`src/rtl/mono_mode_sequencer_pkg.sv`:
```
// mono_mode_sequencer_pkg: mode codes, FSM states and request sources shared by the mode sequencer
package mono_mode_sequencer_pkg;
    localparam logic [1:0] MODE_COLOR = 2'b00;
    localparam logic [1:0] MODE_GREEN = 2'b01;
    localparam logic [1:0] MODE_AMBER = 2'b10;
    localparam logic [1:0] MODE_GREY  = 2'b11;

    typedef enum logic [1:0] {
        ST_IDLE = 2'd0,
        ST_PEND = 2'd1,
        ST_HOLD = 2'd2
    } state_e;

    typedef enum logic {
        SRC_CPU = 1'b0,
        SRC_KEY = 1'b1
    } src_e;
endpackage

```
`src/rtl/mono_mode_sequencer_if.sv`:
```
// mono_mode_sequencer_if: request strobes from hotkey/CPU and mode/status outputs of the sequencer
interface mono_mode_sequencer_if;
    logic       key_stb;
    logic       io_we;
    logic [1:0] io_wdata;
    logic [1:0] mode;
    logic [1:0] io_rdata;
    logic       pending;
    logic       holdoff;

    modport master (output key_stb, io_we, io_wdata, input mode, io_rdata, pending, holdoff);
    modport slave  (input key_stb, io_we, io_wdata, output mode, io_rdata, pending, holdoff);
endinterface

```
`src/rtl/vsync_edge_sync.sv`:
```
// vsync_edge_sync: two-flop synchroniser plus edge flop, registered one-cycle pulse on inactive->active sync transition
module vsync_edge_sync #(
    parameter bit POL = 1'b0
) (
    input  logic clk,
    input  logic rst_n,
    input  logic sync_in,
    output logic start
);
    logic [2:0] sh_q, sh_d;
    logic       start_q, start_d;

    // shift the raw pin through the synchroniser and flag a fresh active level
    always_comb begin
        sh_d    = {sh_q[1:0], sync_in};
        start_d = (sh_q[1] == POL) && (sh_q[2] != POL);
    end

    // sync flops come out of reset at the inactive level so reset never fakes an edge
    always_ff @(posedge clk or negedge rst_n) begin
        if (!rst_n) begin
            sh_q    <= {3{~POL}};
            start_q <= 1'b0;
        end else begin
            sh_q    <= sh_d;
            start_q <= start_d;
        end
    end

    assign start = start_q;
endmodule

```
`src/rtl/mono_mode_sequencer.sv`:
```
// mono_mode_sequencer: defers monochrome mode changes to vertical-sync start, with hotkey holdoff and VSYNC-loss fallback
module mono_mode_sequencer
    import mono_mode_sequencer_pkg::*;
#(
    parameter bit VSYNC_POL      = 1'b0,
    parameter int HOLDOFF_FRAMES = 8,
    parameter int VS_TIMEOUT     = 2000000
) (
    input  logic                 CLK,
    input  logic                 RST_n,
    input  logic                 VSYNC,
    mono_mode_sequencer_if.slave bus
);
    localparam int TW = $clog2(VS_TIMEOUT);

    state_e        state_q, state_d;
    src_e          src_q, src_d;
    logic [1:0]    mode_q, mode_d, tgt_q, tgt_d, key_next;
    logic [TW-1:0] tmo_q, tmo_d;
    logic [7:0]    frm_q, frm_d;
    logic          vs_start, tmo_hit, apply;

    vsync_edge_sync #(.POL(VSYNC_POL)) u_vs (
        .clk     (CLK),
        .rst_n   (RST_n),
        .sync_in (VSYNC),
        .start   (vs_start)
    );

    // next-state: CPU beats hotkey, new requests beat applying, timeout stands in for a missing vsync
    always_comb begin
        state_d  = state_q;
        src_d    = src_q;
        mode_d   = mode_q;
        tgt_d    = tgt_q;
        tmo_d    = '0;
        frm_d    = '0;
        key_next = ((state_q == ST_PEND) ? tgt_q : mode_q) + 2'd1;
        tmo_hit  = tmo_q == TW'(VS_TIMEOUT - 1);
        apply    = vs_start || tmo_hit;
        case (state_q)
            ST_IDLE: begin
                if (bus.io_we) begin
                    tgt_d   = bus.io_wdata;
                    src_d   = SRC_CPU;
                    state_d = ST_PEND;
                end else if (bus.key_stb) begin
                    tgt_d   = key_next;
                    src_d   = SRC_KEY;
                    state_d = ST_PEND;
                end
            end
            ST_PEND: begin
                tmo_d = apply ? '0 : tmo_q + TW'(1);
                if (bus.io_we) begin
                    tgt_d = bus.io_wdata;
                    src_d = SRC_CPU;
                end else if (bus.key_stb) begin
                    tgt_d = key_next;
                    src_d = SRC_KEY;
                end else if (apply) begin
                    mode_d  = tgt_q;
                    state_d = (src_q == SRC_KEY) ? ST_HOLD : ST_IDLE;
                    frm_d   = (src_q == SRC_KEY) ? 8'(HOLDOFF_FRAMES) : 8'd0;
                end
            end
            ST_HOLD: begin
                tmo_d = apply ? '0 : tmo_q + TW'(1);
                frm_d = (vs_start && frm_q != 8'd0) ? frm_q - 8'd1 : frm_q;
                if (bus.io_we) begin
                    tgt_d   = bus.io_wdata;
                    src_d   = SRC_CPU;
                    state_d = ST_PEND;
                    tmo_d   = '0;
                    frm_d   = '0;
                end else if (tmo_hit || (vs_start && frm_q <= 8'd1)) begin
                    state_d = ST_IDLE;
                    frm_d   = '0;
                end
            end
            default: state_d = ST_IDLE;
        endcase
    end

    // state, target and counter registers; reset drops any pending request
    always_ff @(posedge CLK or negedge RST_n) begin
        if (!RST_n) begin
            state_q <= ST_IDLE;
            src_q   <= SRC_CPU;
            mode_q  <= MODE_COLOR;
            tgt_q   <= MODE_COLOR;
            tmo_q   <= '0;
            frm_q   <= '0;
        end else begin
            state_q <= state_d;
            src_q   <= src_d;
            mode_q  <= mode_d;
            tgt_q   <= tgt_d;
            tmo_q   <= tmo_d;
            frm_q   <= frm_d;
        end
    end

    assign bus.mode     = mode_q;
    assign bus.io_rdata = (state_q == ST_PEND) ? tgt_q : mode_q;
    assign bus.pending  = state_q == ST_PEND;
    assign bus.holdoff  = state_q == ST_HOLD;
endmodule

```
`src/flat_wrapper.sv`:
```
// flat-port wrapper written by rule: the top's interface ports become plain ports
module mono_mode_sequencer_flat import mono_mode_sequencer_pkg::*;
#(
    parameter bit VSYNC_POL      = 1'b0,
    parameter int HOLDOFF_FRAMES = 8,
    parameter int VS_TIMEOUT     = 2000000
)
  (CLK, RST_n, VSYNC, bus_key_stb, bus_io_we, bus_io_wdata, bus_mode, bus_io_rdata, bus_pending, bus_holdoff);
  mono_mode_sequencer_if bus_i ();
  input  logic CLK;
  input  logic RST_n;
  input  logic VSYNC;
  input wire logic [$bits(bus_i.key_stb)-1:0] bus_key_stb;
  input wire logic [$bits(bus_i.io_we)-1:0] bus_io_we;
  input wire logic [$bits(bus_i.io_wdata)-1:0] bus_io_wdata;
  output wire logic [$bits(bus_i.mode)-1:0] bus_mode;
  output wire logic [$bits(bus_i.io_rdata)-1:0] bus_io_rdata;
  output wire logic [$bits(bus_i.pending)-1:0] bus_pending;
  output wire logic [$bits(bus_i.holdoff)-1:0] bus_holdoff;
  assign bus_i.key_stb = bus_key_stb;
  assign bus_i.io_we = bus_io_we;
  assign bus_i.io_wdata = bus_io_wdata;
  assign bus_mode = bus_i.mode;
  assign bus_io_rdata = bus_i.io_rdata;
  assign bus_pending = bus_i.pending;
  assign bus_holdoff = bus_i.holdoff;
  mono_mode_sequencer #(.VSYNC_POL(VSYNC_POL), .HOLDOFF_FRAMES(HOLDOFF_FRAMES), .VS_TIMEOUT(VS_TIMEOUT)) u_core (.CLK(CLK), .RST_n(RST_n), .VSYNC(VSYNC), .bus(bus_i));
endmodule
```
`config.mk`:
```
export PLATFORM = sky130hd
export DESIGN_NAME = mono_mode_sequencer_flat
export DESIGN_NICKNAME = d
export VERILOG_FILES = /design/src/rtl/mono_mode_sequencer_pkg.sv /design/src/rtl/mono_mode_sequencer_if.sv /design/src/rtl/vsync_edge_sync.sv /design/src/rtl/mono_mode_sequencer.sv /design/src/flat_wrapper.sv
export SDC_FILE = /design/constraint.sdc
export NUM_CORES = 1
export LEC_CHECK = 0
export BUFFER_PORTS_ARGS = -buffer_cell sky130_fd_sc_hd__clkbuf_2
export CORE_MARGIN = 2
export CORE_UTILIZATION = 50
export DETAILED_ROUTE_END_ITERATION = 10
export GPL_TIMING_DRIVEN = 0
export PLACE_DENSITY = 0.77
export SKIP_CTS_REPAIR_TIMING = 1
export SYNTH_ARGS = -nofsm -noshare
export SYNTH_HDL_FRONTEND = slang
export SYNTH_SLANG_ARGS = --single-unit
export TNS_END_PERCENT = 100
```
`constraint.sdc`:
```
create_clock -name CLK -period 3.68 [get_ports CLK]
set_input_delay 0.368 -clock CLK [delete_from_list [all_inputs] [get_ports CLK]]
set_output_delay 0.368 -clock CLK [all_outputs]
set_load 0.02 [all_outputs]
```
## Word level (Yosys, flattened, before mapping)

Index checks and enable logic that the tools add are counted.

| storage, ports and cells | value |
|---|---|
| memory bits (read-only) | 0 |
| register bits | 40 |
| latch bits | 0 |
| logic and storage cells | 67 |
| output and inout port bits | 6 |
| bits in writable memories | 0 |
| memories | 0 |

| operators by class | value |
|---|---|
| equality and inequality tests | 11 |
| bitwise logic cells | 3 |
| multiply operators | 0 |
| reduce and logical (&&, ||, !) cells | 12 |
| add/sub/neg operators | 3 |
| order comparisons | 1 |
| shifts and indexed selects | 0 |
| div/mod/pow operators | 0 |
| mux-type cells | 29 |

Operator list:

| operator | count |
|---|---|
| $mux 8 | 6 |
| $mux 21 | 2 |
| $pmux 21 s2 | 1 |
| $mux 2 | 12 |
| $add 21x1->21 const B | 1 |
| $eq 21x21->1 const B | 1 |
| $pmux 8 s2 | 1 |
| $le 8x1->1 const B | 1 |
| $reduce_bool 8->1 | 1 |
| $sub 8x1->8 const B | 1 |
| $ne 2x2->1 const B | 3 |
| $pmux 2 s3 | 1 |
| $reduce_and 5->1 | 1 |
| $mux 4 | 1 |
| $ne 4x2->1 const B | 1 |
| $pmux 2 s2 | 1 |
| $reduce_and 4->1 | 1 |
| $logic_and 1x1->1 | 3 |
| $mux 1 | 3 |
| $ne 3x1->1 const B | 1 |
| $ne 3x2->1 const B | 1 |
| $ne 3x3->1 const B | 1 |
| $not 1->1 | 3 |
| $reduce_and 3->1 | 1 |
| 9 further kinds | 10 |

## Depth between registers and ports, before layout

| depth | value |
|---|---|
| depth in word-level cells | 6 |
| mapped depth | 8 |
| gate-level depth less buffers | 7 |

## Modules after synthesis

A second synthesis with hierarchy kept.

| unflattened totals | value |
|---|---|
| cell total of the unflattened synthesis | 211 |
| area, all modules | 2098.3 um^2 |

By module, submodules not included:

| module | instances | cells an instance | seq. area each (um^2) | area an instance (um^2) |
|---|---|---|---|---|
| mono_mode_sequencer | 1 | 206 | 900.9 | 1980.6 |
| vsync_edge_sync | 1 | 5 | 103.8 | 117.6 |

## Worst setup path after synthesis

No wires, ideal clock.

| path | value |
|---|---|
| path kind | flip-flop to flip-flop |
| start point | reg u_core.state_q[1] |
| end point | reg u_core.tgt_q[1] |
| setup slack | 1.723 ns |
| cell stages (with the launch flop) | 8 |
| setup time | 0.125 ns |
| arrival time | 1.832 ns |
| required time | 3.555 ns |
| cells stage by stage | dfrtp_1 > inv_1 > ha_1 > buf_2 > mux2_2 > xnor2_1 > a21oi_1 > mux2_2 |

| between the ends | value |
|---|---|
| longest elaborated chain between the ends | 6 |
| elaborated cells between the ends (all ways) | 13 |

RTL lines:

| item | RTL line | source |
|---|---|---|
| start, declared | mono_mode_sequencer.sv:16 | `state_e state_q, state_d;` |
| start signal, assigned | mono_mode_sequencer.sv:95 | `state_q <= state_d;` |
| $eq 2x1->1 | n/a |  |
| net bus_pending | flat_wrapper.sv:18 | `output wire logic [$bits(bus_i.pending)-1:0] bus_pending;` |
| $mux 2 | mono_mode_sequencer.sv:38 | `key_next = ((state_q == ST_PEND) ? tgt_q : mode_q) + 2'd1;` |
| net bus_io_rdata[1] | flat_wrapper.sv:17 | `output wire logic [$bits(bus_i.io_rdata)-1:0] bus_io_rdata;` |
| $add 2x1->2 | mono_mode_sequencer.sv:38 |  |
| $mux 2 | mono_mode_sequencer.sv:47, mono_mode_sequencer.sv:58 |  |
| $mux 2 | mono_mode_sequencer.sv:55 | `if (bus.io_we) begin` |
| $pmux 2 s2 | mono_mode_sequencer.sv:41 | `case (state_q)` |
| end signal, assigned | mono_mode_sequencer.sv:98 | `tgt_q <= tgt_d;` |
| end, declared | mono_mode_sequencer.sv:18 | `logic [1:0] mode_q, mode_d, tgt_q, tgt_d, key_next;` |

The timed path passes the listed nets, and every way through them passes these cells. The select of a mux whose other input is x is not followed.
A chain may end at the register's enable or synchronous reset.

## Final worst setup path

| path | value |
|---|---|
| start point | reg u_core.state_q[1] |
| end point | out bus_io_rdata[0] |

| between the ends | value |
|---|---|
| longest elaborated chain between the ends | 2 |

RTL lines:

| item | RTL line | source |
|---|---|---|
| $eq 2x1->1 | mono_mode_sequencer.sv:105 | `assign bus.io_rdata = (state_q == ST_PEND) ? tgt_q : mode_q;` |
| $mux 2 | mono_mode_sequencer.sv:105 |  |
| end, declared | flat_wrapper.sv:17 |  |

No other way between the ends.

==> qor.yml <==
status:
  outcome: "completed"
power_and_ir_drop:
  power_mw: 1.237
  power_density_mw_per_mm2: 515.6
  vdd_drop_max_uv: 283.3
  power.leakage_nw: 0.9770
worst_setup_path:
  critPathLaunchType: "register"
  critPathRequiredTime_ns: 3.31
  critPathKind: "reg2out"
  r2r_slack_ns: 1.80
  end_kind: "primary output"
  timing.rr.start: "u_core.frm_q[0]$_DFFE_PN0P_"
  rr_endpoint: "u_core.state_q[1]$_DFFE_PN0P_"
  arrival_ns: 1.71
  reg2reg_depth: 6
  critical_path.max_fanout: 8
global_routing:
  grt_remaining_overflow: 0
  grt_antenna_before_repair: 0
  grt_pass1_vias: 1540
  grt_pass1_wl_mm: 6.893
  grt_max_degree: 41
  track_usage_pct: 17.64
yosys:
  yosysUniqueCellTypes: 50
  synth_fp_nets: 233
  synth_area_leader_cell: "dfrtp_1"
  netlist_area_mm2: 0.002182
  ys.flop_type: "dfrtp_1"
  synth-seq-cells: 40
  synthArstFlopShare_pct: 100.0
  synth_top_cells_by_area: "dfrtp_1, nor2_1, xnor2_1"
  avgSynthCellArea_um2: 10.01
  synthCells: 218
  synth_edf_count: 0
  ys_seq_area_share_pct: 46.04
  yosysWarnings: 0
  synth_top_area_share_pct: 42.43
timing:
  tns_ns: 0
  max-slew-margin-rel_pct: 32.36
  fmax_mhz: 482.3
  hold_viol_final: 0
  rsz0062_at_grt: "no"
  worst_clock_skew_ns: 0.007763
  finalCritPeriodShare_pct: 56.35
  slew_violations: 0
  fin_crit_ns: 2.074
  finalSetupViolations: 0
  worst_pin_slew_ns: 1.015
cells_and_area:
  fin_nets: 251
  mostFrequentLayoutCells: "dfrtp_1, nor2_1, xnor2_1, nand2_1, clkbuf_2"
  drive_above_1_share_pct: 17.37
  final_common_cell: "dfrtp_1"
  final_area_mm2: 0.002399
  utilization_pct: 56.25
  antennaDiodeCount: 0
  areaGrowthSynthToFinish_pct: 9.920
place:
  gp_congestion: 0.8893
  port-buffer-count: 11
  place_area_mm2: 0.002302
  hpwl_mm: 2.659
detailed_routing:
  routedWlPerCell_um: 13.17
  ant_nets: 0
  finalWirelength_mm: 3.794
  drc: 0
  drt-pass1-iter-count: 4
  num_vias: 1566
  viasPerCell: 5.438
  drt_iter0_markers: 75
clocking:
  cts_buffer_depth: 2
  clk_latency_ns: 0.29
  cts_tree: "yes"
  clk_pin_slew_worst_paths_ns: 0.07
  cts_buffers: 5
  clock_sinks: 40
  h-tree-depth: 2
  root_buffer: "clkbuf_8"
floorplanning:
  initial_core_util_pct: 51.17
  coreArea_mm2: 0.004264
  die_h_um: 70.06
  io_pins: 13
  rows: 24
  die_w_um: 70.06
  die-area_mm2: 0.004908
worst_hold_path:
  min_path_type: "in2reg"
  hold_path_depth: 1
  min_from: "VSYNC"
  min_to: "u_core.u_vs.sh_q[0]$_DFF_PN1_"
flow_run:
  cap_violations: 0
## per-layer routing
metal	global-route usage, %	wire (µm)	share of wire (%)	up-vias
li1	-	-	-	789
met1	22.64	1754	46	748
met2	28.57	1835	48	22
met3	4.618	140	3.7	7
met4	6.838	63	1.7	0
met5	0	0	0	-
## flip-flops by register name (all words and copies together) (netlist names)
signal and cells:
u_core.frm_q 8, u_core.state_q 2, u_core.tmo_q 21, u_core.bus.mode 2
u_core.u_vs.start 1, u_core.tgt_q 2, u_core.src_q 1, u_core.u_vs.sh_q 3
## power breakdown
part | internal, mW | leakage [nW] | switching [mW]
logic | 0.166 | 0.393 | 0.242
registers | 0.488 | 0.534 | 0.0316
clock network | 0.167 | 0.0503 | 0.142
## cell type report
| type | instances | area, µm² |
|---|---|---|
| plain buffers | 6 | 32.53 |
| clock buffers | 7 | 96.34 |
| fillers | 388 | 1866 |
| inverters | 8 | 30.03 |
| multi-input cells | 164 | 1115 |
| flip-flops and latches | 40 | 1005 |
| well taps | 52 | 65.06 |
| repair buffers | 11 | 55.05 |
## Yosys cell counts, drive strengths merged (3+ instances only)
cell type	number
a21oi	10
and2	3
and3	3
buf	4
dfrtp	37
dfstp	3
ha	8
inv	8
mux2	8
nand2	13
nand3	8
nand4	5
nor2	36
nor2b	3
nor3	10
o21ai	12
xnor2	13
xor2	7
## worst max-delay path by stage
stage,startpoint,to,depth (start not counted)
6_report,u_core.state_q[1]$_DFFE_PN0P_,bus_io_rdata[0],5
4_1_cts,u_core.state_q[1]$_DFFE_PN0P_,bus_io_rdata[0],5
2_1_floorplan,u_core.state_q[1]$_DFFE_PN0P_,u_core.tgt_q[1]$_DFFE_PN0P_,7
5_1_grt,u_core.state_q[1]$_DFFE_PN0P_,bus_io_rdata[0],5
3_3_place_gp,u_core.frm_q[0]$_DFFE_PN0P_,u_core.state_q[0]$_DFFE_PN0P_,6
3_5_place_dp,u_core.frm_q[0]$_DFFE_PN0P_,u_core.state_q[1]$_DFFE_PN0P_,6
## metrics by stage
step | hold slack [ns] | setup slack (ns) | std cells
after floorplan | 0.07241 | 1.723 | 218
after CTS | 0.1420 | 1.567 | 288
after detailed placement | 0.3475 | 1.784 | 281
final | 0.1581 | 1.606 | 288
after global routing | 0.1453 | 1.502 | 288
after global placement | 0.3466 | 1.839 | 281
## cells by family after synthesis
kind of cell | count (synthesis) | synth area share (%)
XOR/XNOR | 20 | 8.028
AND/OR/NAND/NOR | 93 | 23.57
adder cells (fa/ha/maj) | 8 | 4.587
multiplexers | 9 | 4.587
AO/OA/AOI/OAI | 34 | 10.32
flip-flops | 40 | 46.04
buffers and inverters | 14 | 2.867
## critical path: stages, from the launching register on
cell      delay (ns)
dfrtp_1         0.41
inv_1           0.09
ha_1            0.15
buf_2           0.20
mux2_2          0.39
clkbuf_2        0.16
Power figures use the tool's default switching activity.
